[src/rtl/riscv_decode_buffer.sv]
// riscv_decode_buffer: fetch-to-decode stage.
// A DEPTH-entry instruction FIFO absorbs fetch bursts while decode is stalled
// and feeds the decode pipeline register. Register fields are sliced
// combinationally from that register for the control unit and immediate decoder.

`ifndef CFG_INST_ADDR_WIDTH
`define CFG_INST_ADDR_WIDTH 32
`endif
`ifndef CFG_INST_DATA_WIDTH
`define CFG_INST_DATA_WIDTH 32
`endif
`ifndef CFG_PC_WIDTH
`define CFG_PC_WIDTH 32
`endif
`ifndef CFG_REG_ADDR_WIDTH
`define CFG_REG_ADDR_WIDTH 5
`endif

module riscv_decode_buffer #(
  parameter int INST_ADDR_WIDTH = `CFG_INST_ADDR_WIDTH,
  parameter int INST_DATA_WIDTH = `CFG_INST_DATA_WIDTH,
  parameter int PC_WIDTH        = `CFG_PC_WIDTH,
  parameter int REG_ADDR_WIDTH  = `CFG_REG_ADDR_WIDTH,
  parameter int DEPTH           = 4,
  parameter bit BYPASS          = 1'b1
) (
  input  logic                         clk,
  input  logic                         reset_n,
  input  logic                         flush,
  input  logic                         stall,
  input  logic [INST_DATA_WIDTH-1:0]   inst_data,
  input  logic [INST_ADDR_WIDTH-1:0]   inst_address,
  input  logic                         inst_ready,
  input  logic                         inst_count,
  output logic                         inst_accept,
  output logic [$clog2(DEPTH+1)-1:0]   occupancy,
  output logic [INST_DATA_WIDTH-1:0]   instruction,
  output logic [PC_WIDTH-1:0]          pc,
  output logic                         dec_valid,
  output logic                         count_inst,
  output logic [REG_ADDR_WIDTH-1:0]    rs1_addr,
  output logic [REG_ADDR_WIDTH-1:0]    rs2_addr,
  output logic [REG_ADDR_WIDTH-1:0]    rd_addr,
  output logic [2:0]                   funct3,
  output logic [4:0]                   shamt
);

  localparam int PTR_W = $clog2(DEPTH);
  localparam int OCC_W = $clog2(DEPTH + 1);
  localparam logic [OCC_W-1:0] OCC_FULL = OCC_W'(DEPTH);

  // FIFO storage: one {data, pc, count} record per entry
  logic [INST_DATA_WIDTH-1:0] r_mem_data [DEPTH];
  logic [PC_WIDTH-1:0]        r_mem_pc   [DEPTH];
  logic [DEPTH-1:0]           r_mem_cnt;

  logic [PTR_W-1:0]           r_wr_ptr;
  logic [PTR_W-1:0]           r_rd_ptr;
  logic [OCC_W-1:0]           r_occ;

  // Decode pipeline register
  logic [INST_DATA_WIDTH-1:0] r_instr;
  logic [PC_WIDTH-1:0]        r_pc;
  logic                       r_dec_valid;
  logic                       r_count_inst;

  logic w_full;
  logic w_empty;
  logic w_push;
  logic w_advance;
  logic w_pop;
  logic w_bypass;
  logic w_write;

  // Full/empty come from the separate occupancy count, so pointer equality
  // never has to be disambiguated.
  assign w_full    = (r_occ == OCC_FULL);
  assign w_empty   = (r_occ == '0);
  // Accept depends on state only, so fetch can never form a loop through it.
  assign w_push    = inst_ready && !w_full && !flush;
  assign w_advance = !stall && !flush;
  assign w_pop     = w_advance && !w_empty;
  // Empty FIFO and a free output register: the word skips the FIFO entirely.
  assign w_bypass  = BYPASS && w_advance && w_empty && w_push;
  assign w_write   = w_push && !w_bypass;

  // Pointer and occupancy bookkeeping; flush empties the FIFO in one edge
  always_ff @(posedge clk or negedge reset_n) begin
    // NOTE: non-blocking (<=) for all sequential state so every register
    // samples the pre-edge values, independent of statement order.
    if (!reset_n) begin
      r_wr_ptr <= '0;
      r_rd_ptr <= '0;
      r_occ    <= '0;
    end else if (flush) begin
      r_wr_ptr <= '0;
      r_rd_ptr <= '0;
      r_occ    <= '0;
    end else begin
      if (w_write) r_wr_ptr <= r_wr_ptr + PTR_W'(1);
      if (w_pop)   r_rd_ptr <= r_rd_ptr + PTR_W'(1);
      case ({w_write, w_pop})
        2'b10:   r_occ <= r_occ + OCC_W'(1);
        2'b01:   r_occ <= r_occ - OCC_W'(1);
        default: r_occ <= r_occ;
      endcase
    end
  end

  // FIFO entry write at the tail
  always_ff @(posedge clk) begin
    // NOTE: storage array has no reset; occupancy guards every read, so
    // stale contents are never observed and the array maps to plain RAM.
    if (w_write) begin
      r_mem_data[r_wr_ptr] <= inst_data;
      r_mem_pc[r_wr_ptr]   <= inst_address[PC_WIDTH-1:0];
      r_mem_cnt[r_wr_ptr]  <= inst_count;
    end
  end

  // Decode register: flush > stall > FIFO head > bypass word > bubble
  always_ff @(posedge clk or negedge reset_n) begin
    if (!reset_n) begin
      r_instr      <= '0;
      r_pc         <= '0;
      r_dec_valid  <= 1'b0;
      r_count_inst <= 1'b0;
    end else if (flush) begin
      r_instr      <= '0;
      r_dec_valid  <= 1'b0;
      r_count_inst <= 1'b0;
    end else if (!stall) begin
      if (w_pop) begin
        r_instr      <= r_mem_data[r_rd_ptr];
        r_pc         <= r_mem_pc[r_rd_ptr];
        r_dec_valid  <= 1'b1;
        r_count_inst <= r_mem_cnt[r_rd_ptr];
      end else if (w_bypass) begin
        r_instr      <= inst_data;
        r_pc         <= inst_address[PC_WIDTH-1:0];
        r_dec_valid  <= 1'b1;
        r_count_inst <= inst_count;
      end else begin
        r_instr      <= '0;
        r_dec_valid  <= 1'b0;
        r_count_inst <= 1'b0;
      end
    end else begin
      // Held instruction must not be counted twice.
      r_count_inst <= 1'b0;
    end
  end

  assign inst_accept = !w_full;
  assign occupancy   = r_occ;
  assign instruction = r_instr;
  assign pc          = r_pc;
  assign dec_valid   = r_dec_valid;
  assign count_inst  = r_count_inst;

  // A bubble is all-zero, so it decodes as all-zero fields.
  assign rs1_addr = r_instr[19:15];
  assign rs2_addr = r_instr[24:20];
  assign rd_addr  = r_instr[11:7];
  assign funct3   = r_instr[14:12];
  assign shamt    = r_instr[24:20];

endmodule

[config.mk]
export PLATFORM = sky130hd
export DESIGN_NAME = riscv_decode_buffer
export DESIGN_NICKNAME = d
export VERILOG_FILES = /design/src/rtl/riscv_decode_buffer.sv
export SDC_FILE = /design/constraint.sdc
export NUM_CORES = 1
export LEC_CHECK = 0
export CAP_MARGIN = 20
export CORE_UTILIZATION = 32
export DETAILED_ROUTE_END_ITERATION = 10
export GPL_ROUTABILITY_DRIVEN = 0
export PLACE_DENSITY = 0.56
export SYNTH_ARGS = -nofsm -noshare
export SYNTH_HDL_FRONTEND = slang
export SYNTH_SLANG_ARGS = --single-unit
[constraint.sdc]
create_clock -name clk -period 3.5 [get_ports clk]
set_input_delay 0.525 -clock clk [delete_from_list [all_inputs] [get_ports clk]]
set_output_delay 0.525 -clock clk [all_outputs]
set_load 0.005 [all_outputs]
# After elaboration in Yosys (flattened, before gate mapping)
# Memory sizes are Yosys's and may differ from the RTL's.
# Cells that the tools add are included.
[totals] reg_bits=77 n_memories=2 out_inout_bits=93 word_cells=69 ramBits=256 latchBits=0 romBits=0
[memory_table] name="r_mem_data" words=4 word_bits=32 read_ports=1 rd_ports_with_merged_regs=0 wr=1 line="53" rtl="logic [INST_DATA_WIDTH-1:0] r_mem_data [DEPTH];"
[memory_table] name="r_mem_pc" words=4 word_bits=32 read_ports=1 rd_ports_with_merged_regs=0 wr=1 line="54" rtl="logic [PC_WIDTH-1:0] r_mem_pc [DEPTH];"
[op_classes] n_reduce_logical=19 add_sub_neg=4 shift=0 eq_ne=4 n_div=0 multipliers=0 muxes=27 magnitude_cmp=3 n_bitwise=2
[ops] cell="$mux 32" n=6
[ops] cell="$mux 1" n=12
[ops] cell="$logic_and 1x1->1" n=8
[ops] cell="$mux 2" n=4
[ops] cell="$lt 2x3->1 const B" n=2
[ops] cell="$pmux 3 s2" n=1
[ops] cell="$reduce_bool 2->1" n=3
[ops] cell="$logic_not 1->1" n=5
[ops] cell="$add 2x1->2 const B" n=2
[ops] cell="$bwmux 4" n=1
[ops] cell="$add 3x1->3 const B" n=1
[ops] cell="$eq 3x3->1 const B" n=1
[ops] cell="$logic_not 3->1" n=1
[ops] cell="$mux 3" n=1
[ops] cell="$reduce_and 3->1" n=1
[ops] cell="$reduce_bool 3->1" n=1
[ops] cell="$sub 3x1->3 const B" n=1
[ops] cell="$bmux 1 s2" n=1
[ops] cell="$demux 1 s2" n=1
[ops] cell="$eq 2x1->1 const B" n=1
[ops] cell="$eq 2x2->1 const B" n=1
[ops] cell="$ge 2x1->1 const B" n=1
[ops] cell="$ne 2x2->1 const B" n=1
[ops] cell="$not 1->1" n=2

# Logic depth before layout (Yosys ltp)
# Gate-level depths: netlist (run 1).
[depth] ltp_word=10 mapped_depth=11 ltp_nobuf=8

# Worst setup path after synthesis (run 1)
# No wires, ideal clock.
[synth_timing] path_kind="input to register" from="input flush" to="register r_mem_cnt[0], enable pin" path_slack_ns=0.358 cell_stages=4 t_required_ns=3.070 path_buffers=1 arrival_ns=2.712 path_cell_list="buf_2 > nand2b_1 > a21oi_2 > and2_1"
[synth_via] elab_chain_len=6 elab_cells_between_ends=7 cone_classes="reduce/logical (7)"
[synth_rtl] item="start: declaration" line="29" rtl="input logic flush,"
[synth_rtl] item="$logic_not 1->1 *" line="80, 81"
[synth_rtl] item="$logic_and 1x1->1" line="81" rtl="assign w_advance = !stall && !flush;"
[synth_rtl] item="$logic_and 1x1->1 (2 in series)" line="84" rtl="assign w_bypass = BYPASS && w_advance && w_empty && w_push;"
[synth_rtl] item="$logic_not 1->1" line="85" rtl="assign w_write = w_push && !w_bypass;"
[synth_rtl] item="$logic_and 1x1->1 *" line="85"
[synth_rtl] item="end signal: indexed assignment" line="117" rtl="r_mem_cnt[r_wr_ptr] <= inst_count;"
[synth_rtl] item="end: declaration" line="55" rtl="logic [DEPTH-1:0] r_mem_cnt;"
# Every way passes the cells marked *; elsewhere a longest branch is shown, timed or not.
# A chain may end at the register's enable or synchronous reset.

# Final worst setup path (run 1)
[layout_timing] from="register r_occ[1] (netlist: occupancy[1])" to="output inst_accept"
[layout_via] elab_chain_len=2
[layout_rtl] item="start: declaration" line="59" rtl="logic [OCC_W-1:0] r_occ;"
[layout_rtl] item="start signal: assignment" line="103" rtl="2'b10: r_occ <= r_occ + OCC_W'(1);"
[layout_rtl] item="start signal: assignment" line="104" rtl="2'b01: r_occ <= r_occ - OCC_W'(1);"
[layout_rtl] item="start signal: assignment" line="105" rtl="default: r_occ <= r_occ;"
[layout_rtl] item="$eq 3x3->1" line="77" rtl="assign w_full = (r_occ == OCC_FULL);"
[layout_rtl] item="$logic_not 1->1" line="154" rtl="assign inst_accept = !w_full;"
[layout_rtl] item="end: declaration" line="35" rtl="output logic inst_accept,"
# No other way between the ends.

==> results.md, run 1 <==
- Status: finished, final reports clean
- Final net count: 966
- Worst Path Buf+Inv: 1
- Filler cells: about 3,600
- Top delay family on crit path: simple AND/OR/NAND/NOR gates
- Via Count: 7,003
- Reg2reg end: occupancy[2]
- Dominant cells by area after synthesis: edfxtp_1 (60%), dfrtp_1 (14%), mux4_2 (11%), nand2_1 (3.0%), buf_4 (1.6%)
- R2R depth: 8
- Starting density of the core: 0.326
- YS warnings: 0
- Total power: ~9.5 mW
- Number of H-tree levels: 2
- ANT cells: 0
- Met2 Use GR: 0.223
- Num ports: 163
- Clk slew on worst S/H paths: 0.06 ns
- Mapped Area: 13,000 um2
- Tcrit/Tclk final: 0.761
- WS Path Type: reg -> out
- Least-Margin Pin Slew: 0.938 ns
- Tot GR Track Use: 0.144
- Fin area: between 15,000 and 20,000 um2
- EDFF count, synth: 260
- Unrepaired setup endpoints after global routing: false
- CTS tree: built
- Hold Worst Slack: 0.126 ns
- Setup TNS: 0 ns
- Max cap viols: 0
- Cell depth of the worst setup path: 3
- Max Slew Vio Count: 0
- Port bufs: between 150 and 200
- Top cells by count, synth: edfxtp_1 (260), nand2_1 (104), dfrtp_1 (73)
- M3 GR Usage: 0.0305
- #FFs+latches synth: 333
- Dpl hpwl: between 15,000 and 20,000 um
- Clock sink count: 333
- Largest net degree at the start of global routing: 60
- CP peak stage delay: 0.50 ns
- Fmax: 376 MHz
- Clk root buf: clkbuf_16
- Layout cells sized above 1: 0.168
- Routed Antenna Nets: 0
- Hold-fix buffers at CTS: 0
- Reg2reg setup slack: 1.34 ns
- Final setup fails: 0
- Initial DRT Pass Iterations: 4
- Die area: 41,500 um2
- Vias in the first global route: 7,308
- Synth top area share: 0.599
- Hold crit path type: in -> async
- Static leakage: approximately 5.6 nW
- Minimum clock period: 2.66 ns
- Area Overhead vs Synth: 25.4%
- Routed wire per std cell: 20.4 um
- Final worst slack: 0.838 ns
- Core Area: 39,900 um2
- Post-CTS Setup Inserts: 0
- VDD IR-drop max: ~300 uV
- Worst-path maximum fanout: 8
- Resized Gates After CTS: 0
- CTS buffer count: 37
- Worst setup EP type: primary output
- Sequential area share after synthesis: 0.739
- Synth cell types: 37
- Drc violations: 0
- Top-count cell post-synth: edfxtp_1
- Cell Count, Final, Fillers Out: roughly 1,400
- Worst Skew: 0.0181 ns
- Die Y: 204 um
- Inst Count DP: 1,377
- Worst Path Required: 2.97 ns
- Num rows: 73
- Setup crit start kind: register
- Grt peak-use layer: met2
- Predominant post-synthesis flop cell: edfxtp_1
- Syn_area_per_cell: 17.7 um2
- Syn Nets: 810
- Final hold viol count: 0
- Vias/cell: 4.85
- Post-layout util: 0.409
- DR iter-0 viols: around 420
- M1 GR Usage: 0.209
- Power density cells: 579 nW/um2
- FFs w/ async S/R, synth: 0.219
- Synthesized instance count: approximately 740
- Cell Chain, Critical Path: nor2_1 > nand2_1 > clkdlybuf4s50_1
- Slew margin rel.: 0.375
- Pre-CTS setup slack: 0.796 ns
- Crit path DAT: 2.14 ns
- Post-DP Area: 15,200 um2
- CTS max path bufs: 3
- First-pass GRT wire length: 45,300 um
- CP max stage cell: dfrtp_1
- RR Startpoint: occupancy[1]
- Initial antenna violation count: 1
- Worst skew pair latency: 0.51 ns
- Die X: 204 um
- Global route total overflow: 0
- DRT Wirelength: 29,500 um
- Largest area contributor in the netlist: edfxtp_1
-- worst register-to-register path: cells and delay by family, from the launching register on --
kind                     cells  cell delay, ns
AO/OA/AOI/OAI                3            0.61
flip-flops                   1            0.54
adder cells (fa/ha/maj)      1            0.38
AND/OR/NAND/NOR              4            0.52
-- where the power goes --
group | internal [mW] | switching [mW] | leakage, nW | total (mW)
Clock | 2.21 | 1.49 | 0.569 | 3.70
Combinational | 0.625 | 0.499 | 1.81 | 1.12
Sequential | 4.49 | 0.148 | 3.26 | 4.63
Total | 7.32 | 2.14 | 5.64 | 9.46
-- layout make-up --
cell class	instances	area, um2	share of cell area
tap	525	657	0.0402
clock buffer	55	1080	0.0658
clock inverter	13	97.6	0.00597
inverter	17	63.8	0.00390
timing repair buffer	185	1890	0.116
sequential	333	9640	0.590
multi-input combinational	317	2910	0.178
-- state kept, by name (all words and copies together) (netlist names) --
register and flops:
r_mem_data 128, r_mem_pc 128, instruction 32, pc 32, r_mem_cnt 4, occupancy 3
r_rd_ptr 2, r_wr_ptr 2, count_inst 1, dec_valid 1
-- layout by cell type (no fill, tap or decap), types with 2 or more instances in the layout --
cell type        count
mux2i_1              2
nor3_4               2
a21oi_1              3
a222oi_1            14
and2_4               4
dfrtp_4              2
clkinv_1             4
buf_12               8
a31oi_1             33
nor2b_1              2
ha_1                 4
nand2b_1             6
clkbuf_8             4
clkbuf_1            12
o221ai_1            19
dfrtp_1             71
buf_4               16
clkdlybuf4s50_1    161
mux4_2              65
a21o_1               2
clkinv_2             4
nand2_1            104
nor2_1              39
clkbuf_16           39
clkinvlp_4           2
nand3b_1             2
inv_1               17
edfxtp_1           260
-- routing by layer --
layer / wire length [um] / part of all wire
met5: 12 / 0.00041
met4: 398 / 0.013
met3: 1790 / 0.061
met2: 13500 / 0.46
met1: 13800 / 0.47
-- worst max-delay path by stage --
stage | from | to
6_report | occupancy[1] | inst_accept
5_1_grt | occupancy[1] | inst_accept
4_1_cts | occupancy[1] | inst_accept
3_5_place_dp | stall | r_mem_data[3][0]
3_3_place_gp | stall | r_mem_data[2][30]
2_1_floorplan | flush | r_mem_cnt[0]
-- kinds of logic (layout without fill, tap and decap cells) --
group,after synthesis,after routing,share of synthesized area
adders and majority gates,5,5,0.00538
DFF,333,333,0.739
and+or+nand+nor,165,165,0.0539
buffers and inverters,85,270,0.0396
muxes,68,68,0.115
AOI/OAI and AO/OA,79,79,0.0471
(Power assumes the default switching activity.)
==> run 2: changes to the inputs <==
==> constraint.sdc (replaced) <==
create_clock -name clk -period 2.7 [get_ports clk]
set_input_delay 0.405 -clock clk [delete_from_list [all_inputs] [get_ports clk]]
set_output_delay 0.405 -clock clk [all_outputs]
set_load 0.005 [all_outputs]
==> run 2 against run 1 <==
Sequential power is 29% higher. Clock power is 33% higher. Core utilization is 0.41 points higher. Register-to-register slack worse by 0.76 ns. Critical endpoint unchanged. Critical path depth stayed put. Setup slack worse by 0.55 ns. Clock-buffer cell count is 1 lower. Non-clock buffer count is 5 higher. First-iteration DRC count is 13% lower.
==> results.md, run 2 (synthesized netlist as in run 1, its figures left out) <==
- Hold crit path type: in -> async
- Crit path DAT: 2.01 ns (-0.13 ns)
- Most frequent cells in the layout: edfxtp_1 (260), clkdlybuf4s50_1 (161), nand2_1 (104)
- Die Y: 204 um (unchanged)
- Worst Path Required: 2.30 ns (-0.67 ns)
- CTS buffer count: 37 (unchanged)
- Vias/cell: 4.80 (-0.87%)
- Routed Antenna Nets: 0 (unchanged)
- WS Path Type: reg -> out
- Worst skew pair latency: 0.52 ns (about the same)
- First-pass GRT wire length: 44,600 um (-1.5%)
- Top flop regs: r_mem_data x128, r_mem_pc x128
- Status: finished, final reports clean
- Num ports: 163 (unchanged)
- Cell Chain, Critical Path: nor2_2 > nand2_1 > clkdlybuf4s50_1
- Global route total overflow: 0 (unchanged)
- Power density cells: 750 nW/um2 (+30%)
- Initial antenna violation count: 2 (+1)
- Setup TNS: 0 ns (unchanged)
- Filler cells: 3,594 (+0.42%)
- Tot GR Track Use: 0.144 (-0.000546)
- CTS max path bufs: 3 (unchanged)
- Vias in the first global route: 7,283 (-0.34%)
- Initial DRT Pass Iterations: 7 (+3)
- CTS tree: built
- Unrepaired setup endpoints after global routing: false
- Worst Skew: 0.00974 ns (-0.00840 ns)
- Setup crit start kind: register
- Max cap viols: 0 (unchanged)
- Core Area: 39,900 um2 (unchanged)
- Clk slew on worst S/H paths: 0.06 ns (about the same)
- CP peak stage delay: 0.50 ns (about the same)
- Commonest non-fill, non-tap cell in the layout: edfxtp_1
- Dpl hpwl: 17,800 um (-0.12%)
- Worst-path maximum fanout: 8 (unchanged)
- Worst setup EP type: primary output
- Final net count: 971 (+0.52%)
- Least-Margin Pin Slew: 0.603 ns (-0.335 ns)
- VDD IR-drop max: 432 uV (+46%)
- Static leakage: 5.69 nW (+0.98%)
- Clock sink count: 333 (unchanged)
- Worst Path Buf+Inv: 1 (unchanged)
- Routed wire per std cell: 20.1 um (-1.3%)
- Largest net degree at the start of global routing: 74 (+23%)
- Minimum clock period: 2.42 ns
- Num rows: 73 (unchanged)
- Clk root buf: clkbuf_16
- Final hold viol count: 0 (unchanged)
- Fmax: 414 MHz
- Die X: 204 um (unchanged)
- CP max stage cell: dfrtp_1
- Top delay family on crit path: flip-flops
- Via Count: 6,961 (-0.60%)
- Slew margin rel.: 0.597 (+0.222)
- DRT Wirelength: 29,200 um (-1.0%)
- Starting density of the core: 0.326 (unchanged)
- Area Overhead vs Synth: 26.7%
- Die area: 41,500 um2 (unchanged)
- Drc violations: 0 (unchanged)
- Port bufs: 162 (unchanged)
- Post-layout util: 0.413 (+0.00407)
- Max Slew Vio Count: 0 (unchanged)
- DR iter-0 viols: 369 (-13%)
- Layout cells sized above 1: 0.171 (+0.00270)
- Final setup fails: 0 (unchanged)
- Number of H-tree levels: 2 (unchanged)
- Tcrit/Tclk final: 0.895
==> run 2: cell types whose count changed in the layout (fill, tap and decap cells not counted), sizes merged <==
| cell | previous run | this run |
|---|---|---|
| buf | 24 | 28 |
| clkinv | 9 | 6 |
| bufinv | 1 | 3 |
| clkbuf | 55 | 54 |
| diode | 0 | 1 |
| dlygate4sd3 | 0 | 1 |
==> run 2: metal layers <==
layer  global-route usage  part of all wire
met1                0.193              0.45
met4               0.0376             0.017
met3               0.0305             0.047
met5                    0           0.00038
met2                0.237              0.49
==> run 2: metrics by stage <==
step | std cells | worst slack (ns) | power (mW) | area (um2) | hold slack, ns
6_report | 1449 | 0.284 | 12.4 | 16500 | 0.398
5_1_grt | 1448 | 0.158 | 12.9 | 16500 | 0.430
4_1_cts | 1446 | 0.101 | 12.6 | 16500 | 0.123
3_5_place_dp | 1380 | 0.227 | 7.61 | 15300 | 0.457
3_3_place_gp | 1380 | 0.245 | 7.60 | 15300 | 0.453
2_1_floorplan | 735 | 0.361 | 6.80 | 13000 | 0.109
==> run 2: final cells by class <==
type / instances / area [um2] / share of cell area
antenna: 1 / 2.50 / 0.000152
clock buffer: 54 / 1040 / 0.0631
clock inverter: 12 / 141 / 0.00857
inverter: 17 / 63.8 / 0.00387
multi-input combinational: 317 / 2920 / 0.177
sequential: 333 / 9640 / 0.584
tap: 525 / 657 / 0.0398
timing repair buffer: 190 / 2040 / 0.124
==> run 2: worst reg2reg max path, stage by stage (launching register included) <==
cell and delay (ns):
dfrtp_1 0.56, nor2_2 0.15, a21oi_1 0.20, nor2_1 0.07
fa_1 0.38, nor2_1 0.15, nand2_1 0.09, a21o_1 0.18
a221oi_1 0.24
==> run 2: worst paths after layout <==
kind	slack, ns	cells after the start	to	from
min in group clk	0.46	2	instruction[5]	instruction[5]
worst min register to register	0.46	2	instruction[5]	instruction[5]
worst max-delay path	0.28	3	inst_accept	occupancy[1]
worst max register to register	0.58	8	occupancy[2]	occupancy[1]
worst min-delay path	0.40	2	instruction[10]	reset_n
max in group asynchronous	1.68	3	r_rd_ptr[0]	reset_n
==> run 2: timing repair <==
| item | in CTS | in global routing |
|---|---|---|
| hold buffers | 0 | 1 |
| hold endpoints to repair | 0 | 31 |
| gates resized for setup | 0 | 1 |
| buffers inserted | 0 | 0 |
| endpoints found under the setup margin | 0 | 1 |
==> run 2: power by group <==
group	total [mW]	internal, mW	switching [mW]
combinational	1.49	0.835	0.651
clock	4.91	2.97	1.94
sequential	5.99	5.81	0.177
